[src/rtl/uart_pkg.sv]
// Shared UART definitions: FSM state encoding and frame constants.
// Used by both the transmitter and the receiver.
package uart_pkg;

    typedef enum logic [1:0] {
        StIdle,
        StStart,
        StData,
        StStop
    } uart_state_e;

    localparam int unsigned UART_DATA_BITS  = 8;
    localparam int unsigned UART_BIT_IDX_W  = $clog2(UART_DATA_BITS);
    localparam logic        UART_IDLE_LEVEL = 1'b1;

endpackage

[src/rtl/sync_fifo.sv]
// Single-clock first-word-fall-through FIFO; rd_data is valid whenever empty is low.
// Pointers wrap modulo DEPTH, so DEPTH must be a power of two.
module sync_fifo #(
    parameter int unsigned WIDTH = 8,
    parameter int unsigned DEPTH = 16
) (
    input  logic                    clk,
    input  logic                    reset,
    input  logic                    wr_en,
    input  logic [WIDTH-1:0]        wr_data,
    input  logic                    rd_en,
    output logic [WIDTH-1:0]        rd_data,
    output logic                    full,
    output logic                    empty,
    output logic [$clog2(DEPTH):0]  count
);

    localparam int unsigned AW = $clog2(DEPTH);

    logic [WIDTH-1:0] mem_q [DEPTH];
    logic [AW-1:0]    wr_ptr_q;
    logic [AW-1:0]    rd_ptr_q;
    logic [AW:0]      count_q;
    logic             do_wr;
    logic             do_rd;

    // A write into a full FIFO is legal only when a read frees a slot in the same cycle.
    assign do_rd = rd_en && (count_q != '0);
    assign do_wr = wr_en && (!full || do_rd);

    always_ff @(posedge clk or posedge reset) begin
        if (reset) begin
            wr_ptr_q <= '0;
            rd_ptr_q <= '0;
            count_q  <= '0;
        end else begin
            if (do_wr) begin
                wr_ptr_q <= wr_ptr_q + AW'(1);
            end
            if (do_rd) begin
                rd_ptr_q <= rd_ptr_q + AW'(1);
            end
            case ({do_wr, do_rd})
                2'b10:   count_q <= count_q + (AW + 1)'(1);
                2'b01:   count_q <= count_q - (AW + 1)'(1);
                default: count_q <= count_q;
            endcase
        end
    end

    always_ff @(posedge clk) begin
        if (do_wr) begin
            mem_q[wr_ptr_q] <= wr_data;
        end
    end

    assign rd_data = mem_q[rd_ptr_q];
    // With a power-of-two depth, the count MSB is set only at exactly DEPTH entries.
    assign full    = count_q[AW];
    assign empty   = (count_q == '0);
    assign count   = count_q;

endmodule

[src/rtl/uart_tx_buffered.sv]
// Buffered 8N1 UART transmitter: a FIFO absorbs CPU write bursts, the FSM serializes
// bytes LSB first at a fixed baud divisor and chains frames without an idle gap.
module uart_tx_buffered #(
    parameter int unsigned CLKS_PER_BIT = 868,
    parameter int unsigned FIFO_DEPTH   = 16
) (
    input  logic                         clk,
    input  logic                         reset,
    input  logic [7:0]                   tx_Data,
    input  logic                         tx_DataValid,
    output logic                         o_tx,
    output logic                         busy,
    output logic                         fifo_full,
    output logic [$clog2(FIFO_DEPTH):0]  fifo_count,
    output logic                         overflow
);

    import uart_pkg::*;

    localparam int unsigned BAUD_W = $clog2(CLKS_PER_BIT);

    uart_state_e                state_q, state_d;
    logic [BAUD_W-1:0]          baud_q, baud_d;
    logic [UART_BIT_IDX_W-1:0]  bit_idx_q, bit_idx_d;
    logic [UART_DATA_BITS-1:0]  shift_q, shift_d;
    logic                       o_tx_q, o_tx_d;
    logic                       overflow_q;
    logic                       baud_last;
    logic                       pop;
    logic                       wr_en;
    logic                       fifo_empty;
    logic [7:0]                 fifo_rd_data;

    assign wr_en = tx_DataValid && (!fifo_full || pop);

    sync_fifo #(
        .WIDTH (8),
        .DEPTH (FIFO_DEPTH)
    ) u_fifo (
        .clk     (clk),
        .reset   (reset),
        .wr_en   (wr_en),
        .wr_data (tx_Data),
        .rd_en   (pop),
        .rd_data (fifo_rd_data),
        .full    (fifo_full),
        .empty   (fifo_empty),
        .count   (fifo_count)
    );

    always_comb begin
        state_d   = state_q;
        baud_d    = baud_q;
        bit_idx_d = bit_idx_q;
        shift_d   = shift_q;
        pop       = 1'b0;
        baud_last = (baud_q == BAUD_W'(CLKS_PER_BIT - 1));

        unique case (state_q)
            StIdle: begin
                if (!fifo_empty) begin
                    pop     = 1'b1;
                    shift_d = fifo_rd_data;
                    baud_d  = '0;
                    state_d = StStart;
                end
            end
            StStart: begin
                if (baud_last) begin
                    baud_d    = '0;
                    bit_idx_d = '0;
                    state_d   = StData;
                end else begin
                    baud_d = baud_q + BAUD_W'(1);
                end
            end
            StData: begin
                if (baud_last) begin
                    baud_d = '0;
                    if (bit_idx_q == UART_BIT_IDX_W'(UART_DATA_BITS - 1)) begin
                        state_d = StStop;
                    end else begin
                        bit_idx_d = bit_idx_q + UART_BIT_IDX_W'(1);
                    end
                end else begin
                    baud_d = baud_q + BAUD_W'(1);
                end
            end
            StStop: begin
                if (baud_last) begin
                    baud_d = '0;
                    // Chain straight into the next start bit when more data is queued.
                    if (!fifo_empty) begin
                        pop     = 1'b1;
                        shift_d = fifo_rd_data;
                        state_d = StStart;
                    end else begin
                        state_d = StIdle;
                    end
                end else begin
                    baud_d = baud_q + BAUD_W'(1);
                end
            end
            default: state_d = StIdle;
        endcase

        // Line level is precomputed from next state so o_tx comes straight off a flop.
        case (state_d)
            StStart: o_tx_d = ~UART_IDLE_LEVEL;
            StData:  o_tx_d = shift_d[bit_idx_d];
            default: o_tx_d = UART_IDLE_LEVEL;
        endcase
    end

    always_ff @(posedge clk or posedge reset) begin
        if (reset) begin
            state_q    <= StIdle;
            baud_q     <= '0;
            bit_idx_q  <= '0;
            shift_q    <= '0;
            o_tx_q     <= UART_IDLE_LEVEL;
            overflow_q <= 1'b0;
        end else begin
            state_q   <= state_d;
            baud_q    <= baud_d;
            bit_idx_q <= bit_idx_d;
            shift_q   <= shift_d;
            o_tx_q    <= o_tx_d;
            if (tx_DataValid && fifo_full && !pop) begin
                overflow_q <= 1'b1;
            end
        end
    end

    assign o_tx     = o_tx_q;
    assign busy     = (state_q != StIdle);
    assign overflow = overflow_q;

endmodule

[config.mk]
export PLATFORM = sky130hd
export DESIGN_NAME = uart_tx_buffered
export DESIGN_NICKNAME = d
export VERILOG_FILES = /design/src/rtl/uart_pkg.sv /design/src/rtl/sync_fifo.sv /design/src/rtl/uart_tx_buffered.sv
export SDC_FILE = /design/constraint.sdc
export NUM_CORES = 1
export LEC_CHECK = 0
export CAP_MARGIN = 20
export CORE_MARGIN = 1
export CORE_UTILIZATION = 66
export DETAILED_ROUTE_END_ITERATION = 12
export PLACE_DENSITY = 0.89
export REMOVE_ABC_BUFFERS = 1
export SLEW_MARGIN = 20
export SYNTH_ARGS = -nofsm -noshare
export SYNTH_HDL_FRONTEND = slang
export SYNTH_SLANG_ARGS = --single-unit
[constraint.sdc]
create_clock -name clk -period 6.85 [get_ports clk]
set_input_delay 1.0275 -clock clk [delete_from_list [all_inputs] [get_ports clk]]
set_output_delay 1.0275 -clock clk [all_outputs]
set_load 0.005 [all_outputs]
* Word-level counts from Yosys, hierarchy flattened
Memories as Yosys holds them, arrays and structs flattened. Index checks and enable logic that the tools add are counted.
Storage, ports and cells: bits in registers 38, bits in latches 0, memory bits (writable) 128, ROM bits 0, output and inout bits 9, memories kept 1
Memory list:
- u_fifo.mem_q | depth 16, bits a word 8, read ports 1, clocked after Yosys merged registers in 0, wr ports 1, line sync_fifo.sv:20 | logic [WIDTH-1:0] mem_q [DEPTH];
Operators by class: $add $sub $neg 6, multipliers 0, div/mod/pow operators 0, magnitude comparators 1, equal/unequal tests 10, shift operators 0, muxes and demuxes 26, bitwise gates (word level) 0, reduce and logical (&&, ||, !) cells 15
Operator list (count):
- 10-bit two-way mux | 2
- 10-bit case mux with 2 select lines | 1
- 8-bit two-way mux | 2
- 8-bit case mux with 2 select lines | 1
- 10-bit by 1-bit adder with 10-bit output, second input constant | 1
- 10-bit == test, second input constant | 1
- 2-bit two-way mux | 5
- 5-bit case mux with 2 select lines | 1
- 3-bit two-way mux | 3
- 4-bit by 1-bit adder with 4-bit output, second input constant | 2
- 2-bit == test, second input constant | 4
- 2-bit case mux with 4 select lines | 1
- 2-bit by 1-bit == test with 1-bit output, second input constant | 3
- 1-bit two-way mux | 6
- 3-bit case mux with 2 select lines | 1
- 5-bit by 1-bit adder with 5-bit output, second input constant | 1
- 1-bit logical AND | 5
- 5-bit zero test | 1
- 5-bit nonzero test | 1
- 5-bit by 1-bit subtractor with 5-bit output, second input constant | 1
- 3-bit by 4-bit less-than comparator with 1-bit output, second input constant | 1
- 1-bit case mux with 2 select lines | 2
- 2-bit nonzero test | 2
- 3-bit by 1-bit adder with 3-bit output, second input constant | 1
- 7 further kinds | 9

* Logic depth before layout (Yosys ltp)
Gate-level depths: netlist (run 1).
depth after elaboration 9, depth in mapped cells 18

* By module
A second synthesis (run 1) with hierarchy kept.
Second synthesis, totals: cell total of the unflattened synthesis 471, area total of the unflattened synthesis 7203.2 µm²
Modules (own cells, without submodules):
- sync_fifo | times used 1, cells an instance 335, area an instance 5786.8 µm², seq. area each 4169.0 µm²
- uart_tx_buffered | times used 1, cells an instance 136, area an instance 1416.4 µm², seq. area each 626.9 µm²

* Worst setup path before layout (run 1)
Ideal clock, no wire load.
path kind reg2reg, start point reg state_q[0], end point reg u_fifo.count_q[4] (netlist: u_fifo.count[4]), arrival 3292 ps, data required time 6727 ps, path slack 3435 ps, stages on the path, launching flop included 19, path buffers 2, period minus slack after synthesis 3415 ps, cells stage by stage dfrtp_1 -> inv_1 -> ha_1 -> a21oi_1 -> nand2_1 -> nand2_1 -> and2_1 -> clkbuf_1 -> inv_1 -> ha_1 -> clkbuf_1 -> xor2_1 -> ha_1 -> o21ai_0 -> a21oi_1 -> a21oi_1 -> xor2_1 -> nor2_1 -> xnor2_1
On the way: longest elaborated chain between the ends 7, elaborated cells between the ends (all ways) 12
Ends and longest elaborated chain:
- start, declared | line uart_tx_buffered.sv:22 | uart_state_e state_q, state_d;
- start signal, assigned | line uart_tx_buffered.sv:117 | state_q <= StIdle;
- start signal, assigned | line uart_tx_buffered.sv:124 | state_q <= state_d;
- 2-bit == test or 2-bit zero test (tied branches) | line uart_tx_buffered.sv:59 | unique case (state_q)
- 1-bit case mux with 2 select lines * | line uart_tx_buffered.sv:59
- 1-bit logical OR or 1-bit logical AND (tied branches) | line uart_tx_buffered.sv:34, sync_fifo.sv:28
- 1-bit logical AND or 1-bit logical OR (tied branches) | line uart_tx_buffered.sv:34, sync_fifo.sv:29
- 1-bit logical AND | line sync_fifo.sv:29 | assign do_wr = wr_en && (!full || do_rd);
- 2-bit by 1-bit == test with 1-bit output or 2-bit == test (tied branches) | line sync_fifo.sv:43 | case ({do_wr, do_rd})
- 5-bit case mux with 2 select lines or 2-bit nonzero test (tied branches)
- end signal, assigned | line sync_fifo.sv:44 | 2'b10: count_q <= count_q + (AW + 1)'(1);
- end signal, assigned | line sync_fifo.sv:45 | 2'b01: count_q <= count_q - (AW + 1)'(1);
- end signal, assigned | line sync_fifo.sv:46 | default: count_q <= count_q;
- end, declared | line sync_fifo.sv:23 | logic [AW:0] count_q;
Every way passes the cells marked *; elsewhere a longest branch is shown, timed or not. A chain may end at the register's enable or synchronous reset.

* Final worst setup path (run 1)
Same ends and word-level chain as after synthesis.

==> flow_summary.ini, run 1 <==
[place]
dp_slack_ns = 3.13
dp_cells = 585
gp_congestion = 0.904
hpwl_um = 9160
place.port_buffers = 19

[floorplanning]
rows = 37
io_pins = 20
die_h_um = 106
dieArea_um2 = 11200
dieWidth_um = 106
start_util_pct = 68.5
fp.coreArea_um2 = 10400

[route]
drc = 0
wl_per_cell_um = 23.6
ant_nets = 0
firstDrtPassIters = 5
drtIter0Drc = 416
vias = 3999
wl_um = 14600
via_per_inst = 6.48

[clock_tree]
cts.repair.resized = 0
clk_pin_slew_worst_paths_ns = 0.07
cts_sinks = 166
insertion_delay_ns = 0.55
post_cts_buffers = 0
cts_inserted_buffers = 17
postCtsHoldBufs = 0
cts_buffer_depth = 2
cts_root_buf = clkbuf_8
htreeDepth = 4
cts_tree = yes

[setup_path]
timing_worst_setup_path_type = reg2reg
cp-end-kind = flip-flop
cp_max_fo = 9
cp-start-kind = flip-flop
slowest_stage = dfrtp_1
worst-endpoint-required_ns = 7.27
slowest_delay_ns = 0.40
arrival_ns = 4.25
crit_path_cell_trace = inv_1, ha_1, a21oi_1, nand2_1, nand2_1, and2_1, inv_1, ha_1, xor2_1, ha_1, o21ai_0, a21oi_1, a21oi_1, xor2_1, nor2_1, xnor2_1

[synth]
syn_inst = 443
avgSynthCellArea_um2 = 16.1
yosysTopAreaCell = edfxtp_1
synth-seq-area-share_pct = 67.2
synth_top_area_share_pct = 53.9
synthFlopType = edfxtp_1
yosysWarnings = 0
synth_edf_count = 128
syn_area_um2 = 7140
synth-async-reset-ratio_pct = 22.9
ys_ff_latch = 166
synth_cell_type_count = 51
synthTopCellsByArea = edfxtp_1 54%, dfrtp_1 13%, mux4_2 6.9%

[timing]
hold_violations = 0
drv_slew = 0
min_period_ns = 3.83
fin_skew_ns = 0.0134
max_freq_mhz = 261
rsz0062_at_grt = no
fin_tns_setup_ns = 0
slew-limit-headroom_pct = 31.1
fin_crit_sh_pct = 55.8
setup_slack_ns = 3.02
setup_violations = 0
tightest_slew_ns = 1.03

[final_layout]
mostFrequentLayoutCell = edfxtp_1
nets = 495
drive_gt1_share_pct = 14.3
antenna_cells = 0
mostFrequentLayoutCells = 128 x edfxtp_1, 35 x dfrtp_1, 34 x nand2_1
finalNonFillerCells = 617
utilization_pct = 76.8
area_growth_pct = 12.0

[status]
status = finished clean

[power_and_ir_drop]
power.total_mw = 2.35
p_per_area_nw_per_um2 = 293
leakage_nw = 2.94
vdd.ir_drop.worst_mv = 0.261

[grt]
first_global_vias = 4112
grt_overflow = 0
antenna_found_initial = 0
grt_pass1_wl_um = 22900
grt_max_degree = 42
track_usage_pct = 29.2

[flow_run]
drv_cap = 0

[min_path]
min_path_type = reg2reg
[per-stage QoR]
stage | hold WS [ns] | area (um^2)
5_1_grt | 0.511 | 8000
6_report | 0.491 | 8000
3_3_place_gp | 0.459 | 7430
3_5_place_dp | 0.483 | 7430
2_1_floorplan | 0.466 | 7010
4_1_cts | 0.497 | 7990
[critical path: cells and delay by family (launching register included)]
family	cells	cell delay [ns]
flip-flops	1	0.40
AND/OR/NAND/NOR	4	0.68
buffers and inverters	2	0.29
adder cells (fa/ha/maj)	3	0.97
XOR/XNOR	3	0.48
AO/OA/AOI/OAI	4	0.89
[worst paths after layout]
| check | startpoint | to | slack [ns] | cells after the start |
|---|---|---|---|---|
| max | state_q[0]$_DFF_PP0_ | u_fifo.count[4]$_DFFE_PP0P_ | 3.02 | 16 |
| min | overflow$_DFFE_PP0P_ | overflow$_DFFE_PP0P_ | 0.49 | 1 |
| max reg2reg | state_q[0]$_DFF_PP0_ | u_fifo.count[4]$_DFFE_PP0P_ | 3.02 | 16 |
| min reg2reg | overflow$_DFFE_PP0P_ | overflow$_DFFE_PP0P_ | 0.49 | 1 |
| max in group asynchronous | reset | o_tx$_DFF_PP1_ | 5.56 | 3 |
| min in group asynchronous | reset | u_fifo.rd_ptr_q[0]$_DFFE_PP0P_ | 0.91 | 3 |
[cells by family (layout without fill, tap and decap cells)]
family          count (synthesis)  after routing  synth area share [%]
fa+ha+maj                      16             16                  2.81
flops                         166            166                  67.2
simple gates                  101            101                  6.87
compound gates                 51             51                  5.84
buf+inv                        38             76                  2.70
mux                            49             49                  11.9
xor+xnor                       22             22                  2.70
[routing by layer]
layer / wire length [um] / track usage [%] / part of all wire (%)
met5: 0 / 0 / 0
met1: 5730 / 37.9 / 39
met4: 237 / 11.9 / 1.6
met2: 7630 / 47.6 / 52
met3: 968 / 7.60 / 6.6
[cell usage after synthesis, drive strengths merged (5+ instances only)]
library cell    n
nor2           24
and3            6
mux2i          21
buf            10
mux4           27
nand3           9
nand2          34
ha             16
a221oi          8
edfxtp        128
and2            7
xnor2          11
o21ai           6
nor4            5
inv            17
dfrtp          37
xor2           11
a22o            6
clkbuf         10
a21oi           6
[sequential cells by signal (all words and copies together), names as in the netlist]
name and flops:
state_q 2, shift_q 8, u_fifo.mem_q 128, baud_q 10, u_fifo.wr_ptr_q 4, bit_idx_q 3
u_fifo.count 5, overflow 1, o_tx 1, u_fifo.rd_ptr_q 4
[area by class of cell]
| type | count | area [um^2] |
|---|---|---|
| Clock buffer | 19 | 422 |
| Fill cell | 556 | 2420 |
| Timing Repair Buffer | 26 | 243 |
| Multi-Input combinational cell | 239 | 2150 |
| Clock inverter | 13 | 146 |
| Sequential cell | 166 | 4800 |
| Inverter | 18 | 67.6 |
| Tap cell | 136 | 170 |
[report_power, final]
group | switching (mW) | internal, mW
registers | 0.0571 | 1.15
logic | 0.125 | 0.0991
clock network | 0.394 | 0.524
Power figures use the tool's default switching activity.
==> inputs of run 2 (changes only) <==
--- a/config.mk
+++ b/config.mk
@@ -7,9 +7,9 @@
 export LEC_CHECK = 0
 export CAP_MARGIN = 20
 export CORE_MARGIN = 1
-export CORE_UTILIZATION = 66
+export CORE_UTILIZATION = 61
 export DETAILED_ROUTE_END_ITERATION = 12
-export PLACE_DENSITY = 0.89
+export PLACE_DENSITY = 0.84
 export REMOVE_ABC_BUFFERS = 1
 export SLEW_MARGIN = 20
 export SYNTH_ARGS = -nofsm -noshare
==> constraint.sdc (replaced) <==
create_clock -name clk -period 3.9 [get_ports clk]
set_input_delay 0.585 -clock clk [delete_from_list [all_inputs] [get_ports clk]]
set_output_delay 0.585 -clock clk [all_outputs]
set_load 0.005 [all_outputs]
==> run 2 against run 1 <==
  * Combinational power rose by 83%
  * First-iteration DRC count up 12%
  * Hold slack lost 0.0054 ns
  * Die area is 8.0% higher
  * Critical path type unchanged
==> flow_summary.ini, run 2 (synthesized netlist as in run 1, its figures left out) <==
[final_layout]
mostFrequentLayoutCells = 128 x edfxtp_1, 36 x dfrtp_1, 34 x nand2_1
finalNonFillerCells = 630
area.sequential_um2 = 4800
regMostFlops = u_fifo.mem_q
area_growth_pct = 14.1
mostFrequentLayoutCell = edfxtp_1
drive_gt1_share_pct = 15.4
fin_area_um2 = 8140
antenna_cells = 0
multiInputGateArea_um2 = 2150
nFillCells = 695
nets = 502
largest_reg_flops = 128
utilization_pct = 71.3
top_regs = u_fifo.mem_q: 128 flops, baud_q: 10 flops, shift_q: 8 flops

[floorplanning]
dieArea_um2 = 12100
rows = 39
fp.coreArea_um2 = 11400
dieWidth_um = 110
die_h_um = 110
io_pins = 20
start_util_pct = 62.5

[clock_tree]
cts_inserted_buffers = 17
cts_tree = yes
cts_sinks = 166
cts_buffer_depth = 2
htreeDepth = 4
cts_root_buf = clkbuf_16
clk_pin_slew_worst_paths_ns = 0.06
insertion_delay_ns = 0.43
postCtsHoldBufs = 0

[setup_path]
timing_worst_setup_path_type = reg2reg
worst-endpoint-required_ns = 4.22
arrival_ns = 3.89
r2r_end = u_fifo.count[4]$_DFFE_PP0P_
cp-end-kind = flip-flop
ff2ff_setup_slack_ns = 0.33
cp_max_fo = 9
cp-start-kind = flip-flop
r2r.worst_path.cells = 16
r2r-start = state_q[0]$_DFF_PP0_

[timing]
fin_crit_sh_pct = 91.6
fin_tns_setup_ns = 0
rsz0062_at_grt = no
setup_slack_ns = 0.328
min_period_ns = 3.57
drv_slew = 0
setup_violations = 0
slew-limit-headroom_pct = 31.3
max_freq_mhz = 280
tightest_slew_ns = 1.03
hold_violations = 0
fin_skew_ns = 0.00792
holdWs_ns = 0.486

[place]
gp_congestion = 0.897
place.port_buffers = 19
placed_cell_area_um2 = 7540
dp_cells = 599
dp_slack_ns = 0.252
hpwl_um = 9620

[route]
firstDrtPassIters = 5
vias = 4102
ant_nets = 0
wl_per_cell_um = 23.7
wl_um = 15000
drtIter0Drc = 465
drc = 0
via_per_inst = 6.51

[grt]
track_usage_pct = 27.3
antenna_found_initial = 0
grt_overflow = 0
grt_max_degree = 28
grt_pass1_wl_um = 22700
first_global_vias = 4048

[power_and_ir_drop]
p_per_area_nw_per_um2 = 518
vdd.ir_drop.worst_mv = 0.648
leakage_nw = 3.01
power.total_mw = 4.22

[flow_run]
drv_cap = 0

[min_path]
min_path_type = in2async

[status]
status = finished clean
-- run 2: power breakdown --
part	switching (mW)	total [mW]	leakage, nW	internal [mW]
combinational	0.226	0.409	1.10	0.184
sequential	0.0985	2.11	1.61	2.01
clock	0.685	1.70	0.295	1.01
-- run 2: layout make-up --
cell class                 count  area share, %
timing repair buffer          33           4.27
tap                          143           2.20
sequential                   166           58.9
clock buffer                  18           5.27
clock inverter                13           2.10
multi-input combinational    239           26.4
inverter                      18          0.830
-- run 2: worst max path at each step --
stage	start	slack, ns	to	cells after the start
finish	state_q[0]$_DFF_PP0_	0.33	u_fifo.count[4]$_DFFE_PP0P_	16
global route	state_q[0]$_DFF_PP0_	0.06	u_fifo.count[4]$_DFFE_PP0P_	16
CTS	state_q[0]$_DFF_PP0_	0.20	u_fifo.count[4]$_DFFE_PP0P_	16
detailed placement	state_q[0]$_DFF_PP0_	0.25	u_fifo.count[4]$_DFFE_PP0P_	16
global placement	state_q[0]$_DFF_PP0_	0.41	u_fifo.count[4]$_DFFE_PP0P_	16
floorplan	u_fifo.rd_ptr_q[0]$_DFFE_PP0P_	0.47	o_tx$_DFF_PP1_	6
-- run 2: worst max-delay path, cell delays in order (launching register included) --
cell     delay, ns
dfrtp_1       0.40
inv_1         0.11
ha_1          0.41
a21oi_2       0.26
nand2_1       0.20
nand2_1       0.10
and2_1        0.27
inv_1         0.19
ha_1          0.34
xor2_1        0.19
ha_1          0.23
o21ai_0       0.15
a21oi_1       0.09
a21oi_1       0.17
xor2_1        0.15
nor2_1        0.06
xnor2_1       0.13
-- run 2: repair_timing --
item / 4_1_cts / 5_1_grt
setup endpoints to repair: 0 / 1
buffers inserted: 0 / 0
gates resized for setup: 0 / 1
-- run 2: per-layer routing --
layer / vias to the layer above / GRT usage (%) / share of wire, %
li1: 1782 / - / -
met1: 2061 / 34.0 / 38
met2: 216 / 45.0 / 52
met3: 43 / 7.17 / 7.2
met4: 0 / 13.1 / 3.0
met5: - / 0 / 0
